File: config.mk
export PLATFORM = sky130hd
export DESIGN_NAME = prog_clock_divider
export DESIGN_NICKNAME = d
export VERILOG_FILES = /design/src/rtl/prog_clock_divider.sv
export SDC_FILE = /design/constraint.sdc
export NUM_CORES = 1
export LEC_CHECK = 0
export BUFFER_PORTS_ARGS = -buffer_cell sky130_fd_sc_hd__buf_2
export CELL_PAD_IN_SITES_DETAIL_PLACEMENT = 0
export CELL_PAD_IN_SITES_GLOBAL_PLACEMENT = 1
export CORE_UTILIZATION = 35
export CTS_CLUSTER_SIZE = 20
export DETAILED_ROUTE_END_ITERATION = 12
export PLACE_DENSITY = 0.73
export SLEW_MARGIN = 10
export SYNTH_ARGS = -nofsm -noshare
export SYNTH_HDL_FRONTEND = slang
export SYNTH_SLANG_ARGS = --single-unit
File: constraint.sdc
create_clock -name clock_in -period 5.05 [get_ports clock_in]
set_clock_uncertainty 0.15 [all_clocks]
set_input_delay 0.505 -clock clock_in [delete_from_list [all_inputs] [get_ports clock_in]]
set_output_delay 0.505 -clock clock_in [all_outputs]
set_load 0.1 [all_outputs]
File: src/rtl/prog_clock_divider.sv
// Programmable clock divider / clock-enable generator.
// Emits a one-cycle tick every DIV_eff cycles and a 50%-duty clock_out of period 2*DIV_eff.
// A new divisor is held pending and applied only at a period boundary or while counting is frozen.
module prog_clock_divider #(
  parameter int unsigned WIDTH       = 20,
  parameter int unsigned DEFAULT_DIV = 2**19
) (
  input  logic             clock_in,
  input  logic             rst,
  input  logic             en,
  input  logic             clr,
  input  logic [WIDTH-1:0] div_in,
  input  logic             div_load,
  output logic             div_busy,
  output logic             tick,
  output logic             clock_out
);

  localparam logic [WIDTH-1:0] ONE       = WIDTH'(1);
  localparam logic [WIDTH-1:0] RESET_DIV = (DEFAULT_DIV == 0) ? ONE : WIDTH'(DEFAULT_DIV);

  logic [WIDTH-1:0] cnt_q, cnt_d;
  logic [WIDTH-1:0] div_q, div_d;
  logic [WIDTH-1:0] pend_val_q, pend_val_d;
  logic             div_busy_q, div_busy_d;
  logic             tick_q, tick_d;
  logic             clock_out_q, clock_out_d;

  logic [WIDTH-1:0] div_eff_c;
  logic [WIDTH-1:0] load_val_c;
  logic             wrap_c;
  logic             apply_c;

  // Effective divisor, sanitised load value and boundary detection (cnt beyond range also wraps)
  always_comb begin
    div_eff_c  = (div_q == '0) ? ONE : div_q;
    load_val_c = (div_in == '0) ? ONE : div_in;
    wrap_c     = (cnt_q >= (div_eff_c - ONE));
    apply_c    = !clr && (!en || wrap_c);
  end

  // Next-state: clr beats divisor apply, which beats ordinary counting
  always_comb begin
    cnt_d       = cnt_q;
    div_d       = div_q;
    pend_val_d  = pend_val_q;
    div_busy_d  = div_busy_q;
    tick_d      = 1'b0;
    clock_out_d = clock_out_q;

    if (clr) begin
      cnt_d       = '0;
      clock_out_d = 1'b0;
      if (div_load) begin
        pend_val_d = load_val_c;
        div_busy_d = 1'b1;
      end
    end else begin
      if (apply_c) begin
        if (div_load) begin
          div_d      = load_val_c;
          div_busy_d = 1'b0;
        end else if (div_busy_q) begin
          div_d      = pend_val_q;
          div_busy_d = 1'b0;
        end
        if (!en && (div_load || div_busy_q)) begin
          cnt_d = '0;
        end
      end else if (div_load) begin
        pend_val_d = load_val_c;
        div_busy_d = 1'b1;
      end

      if (en) begin
        if (wrap_c) begin
          cnt_d       = '0;
          tick_d      = 1'b1;
          clock_out_d = ~clock_out_q;
        end else begin
          cnt_d = cnt_q + ONE;
        end
      end
    end
  end

  // State registers, asynchronously cleared
  always_ff @(posedge clock_in or negedge rst) begin
    if (!rst) begin
      cnt_q       <= '0;
      div_q       <= RESET_DIV;
      pend_val_q  <= RESET_DIV;
      div_busy_q  <= 1'b0;
      tick_q      <= 1'b0;
      clock_out_q <= 1'b0;
    end else begin
      cnt_q       <= cnt_d;
      div_q       <= div_d;
      pend_val_q  <= pend_val_d;
      div_busy_q  <= div_busy_d;
      tick_q      <= tick_d;
      clock_out_q <= clock_out_d;
    end
  end

  assign div_busy  = div_busy_q;
  assign tick      = tick_q;
  assign clock_out = clock_out_q;

endmodule

==> results.md <==
* Worst-case reg-to-reg path depth at 16
* Initial DRC count at 96
* Seq/Total Area, Yosys at 41.43%
* Multi-input gate area at 2170 µm²
* Starting Density at 36.43%
* Ys Warns at 0
* CTS clk-pin slew, worst paths at 0.08 ns
* Number of flops mapped to enable cells by yosys at 0
* Root Buffer: clkbuf_8
* Crit path required time at 5.12 ns
* Count leader, synth: dfrtp_1
* Die area at 11310 µm²
* Placer congestion estimate at 0.7432
* Cells after synthesis at 358
* Synthesized netlist net count at 405
* Commonest cells in the netlist: dfrtp_1 (61), mux2_2 (47), nand2_1 (33), ha_1 (22), nor2_1 (17)
* Initial antenna violation count at 0
* H-tree depth at 3
* Die height at 106.4 µm
* CTS tree: yes
* I/O pin cnt at 28
* Maximum vdd ir drop at 0.0001626 V
* Slew margin rel. at 45.57%
* Gr ovfl total at 0
* Area share of the largest cell type after synthesis at 40.05%
* Cell taking the most area after synthesis: dfrtp_1
* # diodes at 0
* Tot GR Track Use at 15.86%
* Flip-flop and latch count after synthesis at 63
* Top FF cell, synth: dfrtp_1
* # setup viols final at 0
* Clk Latency, worst-skew pair at 0.35 ns
* Critical-path maximum fanout at 19
* Sum of negative setup slack at 0 ns
* ANT nets after route at 0
* Tot Pwr at 0.001302 W
* Worst-margin pin slew at 0.8164 ns
* Wire per inst at 15.85 µm
* Reg area at 1579 µm²
* Slew Viols, Final at 0
* Clock sink count at 63
* Power density over cell area at 303.6 nW/µm²
* Via count at 2861
* Pleak at 1.758 nW
* Pre-antenna DRT Iters at 4
* Via density at 5.408
* Synth top area cells: dfrtp_1 (40%), mux2_2 (14%), ha_1 (7.2%), nand2_1 (3.3%), mux2_1 (3.0%)
* Layout cells sized above 1 at 28.24%
* Fin nets at 435
* Drt drc at 0
* Status: finished clean
* Critical Path Start Type: flop
* Total wire length at 8387 µm
* Syn_area_per_cell at 10.65 µm²
* Fmax at 0.2115 GHz
* Synth async-reset ratio at 100.0%
* Final Hold Fails at 0
* Critical path arrival at 4.80 ns
* Synthesized area at 3811 µm²
* Area added between synthesis and finish at 12.51%
* Clock Tree Buf Depth at 2
* Endpoint class of the critical path: flop
* Rows at 37
* I/O Buffers at 27
* First-pass GRT wire length at 14100 µm
* DP Wirelength at 5811 µm
* Vias in the first global route at 2800
* CTS buffer count at 9
* Die X-Extent at 106.4 µm
* Netlist cell types at 48
* Buffer count from post-CTS setup fixing at 0
* CP Class: flop to flop
* Max_cap viols at 0
* Final min period at 4.729 ns
* Core ar. at 10460 µm²
* Min-delay worst type: input port to async pin
* Final Cycle Share at 93.64%
* RSZ-0062 raised after global routing: no
* Fill cells at 1057
* Largest net degree at the start of global routing at 64
## power by group
group,leakage (nW),total (W),switching (W),internal (W)
combinational,0.891,0.000280,0.000140,0.000139
clock,0.0820,0.000385,0.000208,0.000176
sequential,0.785,0.000638,0.0000668,0.000571
total,1.76,0.00130,0.000415,0.000886
## final cells by class
class                      instances  share of cell area, %
multi-input combinational        275                  50.60
sequential                        63                  36.83
timing repair buffer              33                  4.202
tap                              136                  3.968
clock buffer                      10                  2.976
clock inverter                     6                 0.9046
inverter                           6                 0.5252
## final timing paths
| check | slack (ns) | start | end |
|---|---|---|---|
| hold reg to reg | 0.34 | pend_val_q[11] | pend_val_q[11] |
| setup / recovery | 0.32 | div_q[13] | pend_val_q[13] |
| max in group asynchronous | 4.03 | rst | div_q[6] |
| min in group clock_in | 0.26 | div_in[11] | pend_val_q[11] |
| hold / removal | 0.17 | rst | cnt_q[4] |
| setup reg to reg | 0.32 | div_q[13] | pend_val_q[13] |
## what timing repair did
| item | CTS | global route |
|---|---|---|
| hold buffers | 0 | 0 |
| gates resized for setup | 0 | 2 |
| setup endpoints to repair | 0 | 11 |
## critical path: stages (launching register included)
cell	delay (ns)
dfrtp_1	0.44
or4_1	0.63
nor4_2	0.24
and3_1	0.25
nor2_1	0.07
ha_1	0.23
nand3_1	0.15
nand3b_1	0.19
nor3_1	0.08
xnor2_1	0.13
ha_1	0.31
nand4_2	0.13
nor3_1	0.07
or3_1	0.44
a2111oi_4	0.43
o21ai_4	0.27
mux2_1	0.40
## cells by family after synthesis
kind of cell	synth area share (%)
AND/OR/NAND/NOR	16.97
flip-flops	41.43
multiplexers	18.16
AO/OA/AOI/OAI	10.37
adder cells (fa/ha/maj)	7.222
buffers and inverters	2.167
XOR/XNOR	3.677
## flip-flops by register name (all words and copies together), names as in the netlist
name / count
cnt_q: 20
div_q: 20
pend_val_q: 20
clock_out: 1
div_busy: 1
tick: 1
## cells in the final DEF (no fill, tap or decap), types with 3 or more instances in the layout
master    Yosys  layout
o311ai_1      5       5
nand4_1      13      13
dfrtp_1      61      61
and3_1        6       6
ha_1         22      22
xor2_1        4       4
or3_1         4       4
buf_4         1       6
a31oi_1       7       7
a22o_1        4       4
a21oi_1       9       9
o21ai_0       4       4
nand3_1      15      15
mux2_2       47      47
o311ai_0      3       3
buf_2         3      27
inv_1         6       6
mux2i_1       5       5
mux2_1       10      10
clkinv_2      0       3
nor3_1       14      13
nor4_1       10       8
and2_1        4       4
nor2_1       17      17
nand2_1      33      32
nor4_2        1       3
clkbuf_8      0       9
xnor2_1      12      12
## metal layers
metal  vias to the layer above  GRT usage (%)  wire length, µm
met5                         -              0                0
met4                         0          5.258              113
met3                        11          3.188              243
met2                        50          25.14             3818
met1                      1390          21.51             4212
li1                       1410              -                -
## stage by stage
stage | hold WS, ns | setup WS, ns | cells | utilization [%] | area, µm²
floorplan | 0.05941 | 0.6346 | 358 | - | 3811
global placement | 0.3202 | 0.3429 | 513 | 39.31 | 4113
detailed placement | 0.3275 | 0.2248 | 513 | 39.31 | 4113
CTS | 0.2035 | 0.1836 | 529 | 40.90 | 4279
global route | 0.2374 | 0.08549 | 529 | 40.98 | 4288
finish | 0.1711 | 0.3213 | 529 | 40.98 | 4288
No activity file was read; power rests on OpenSTA's default activity.
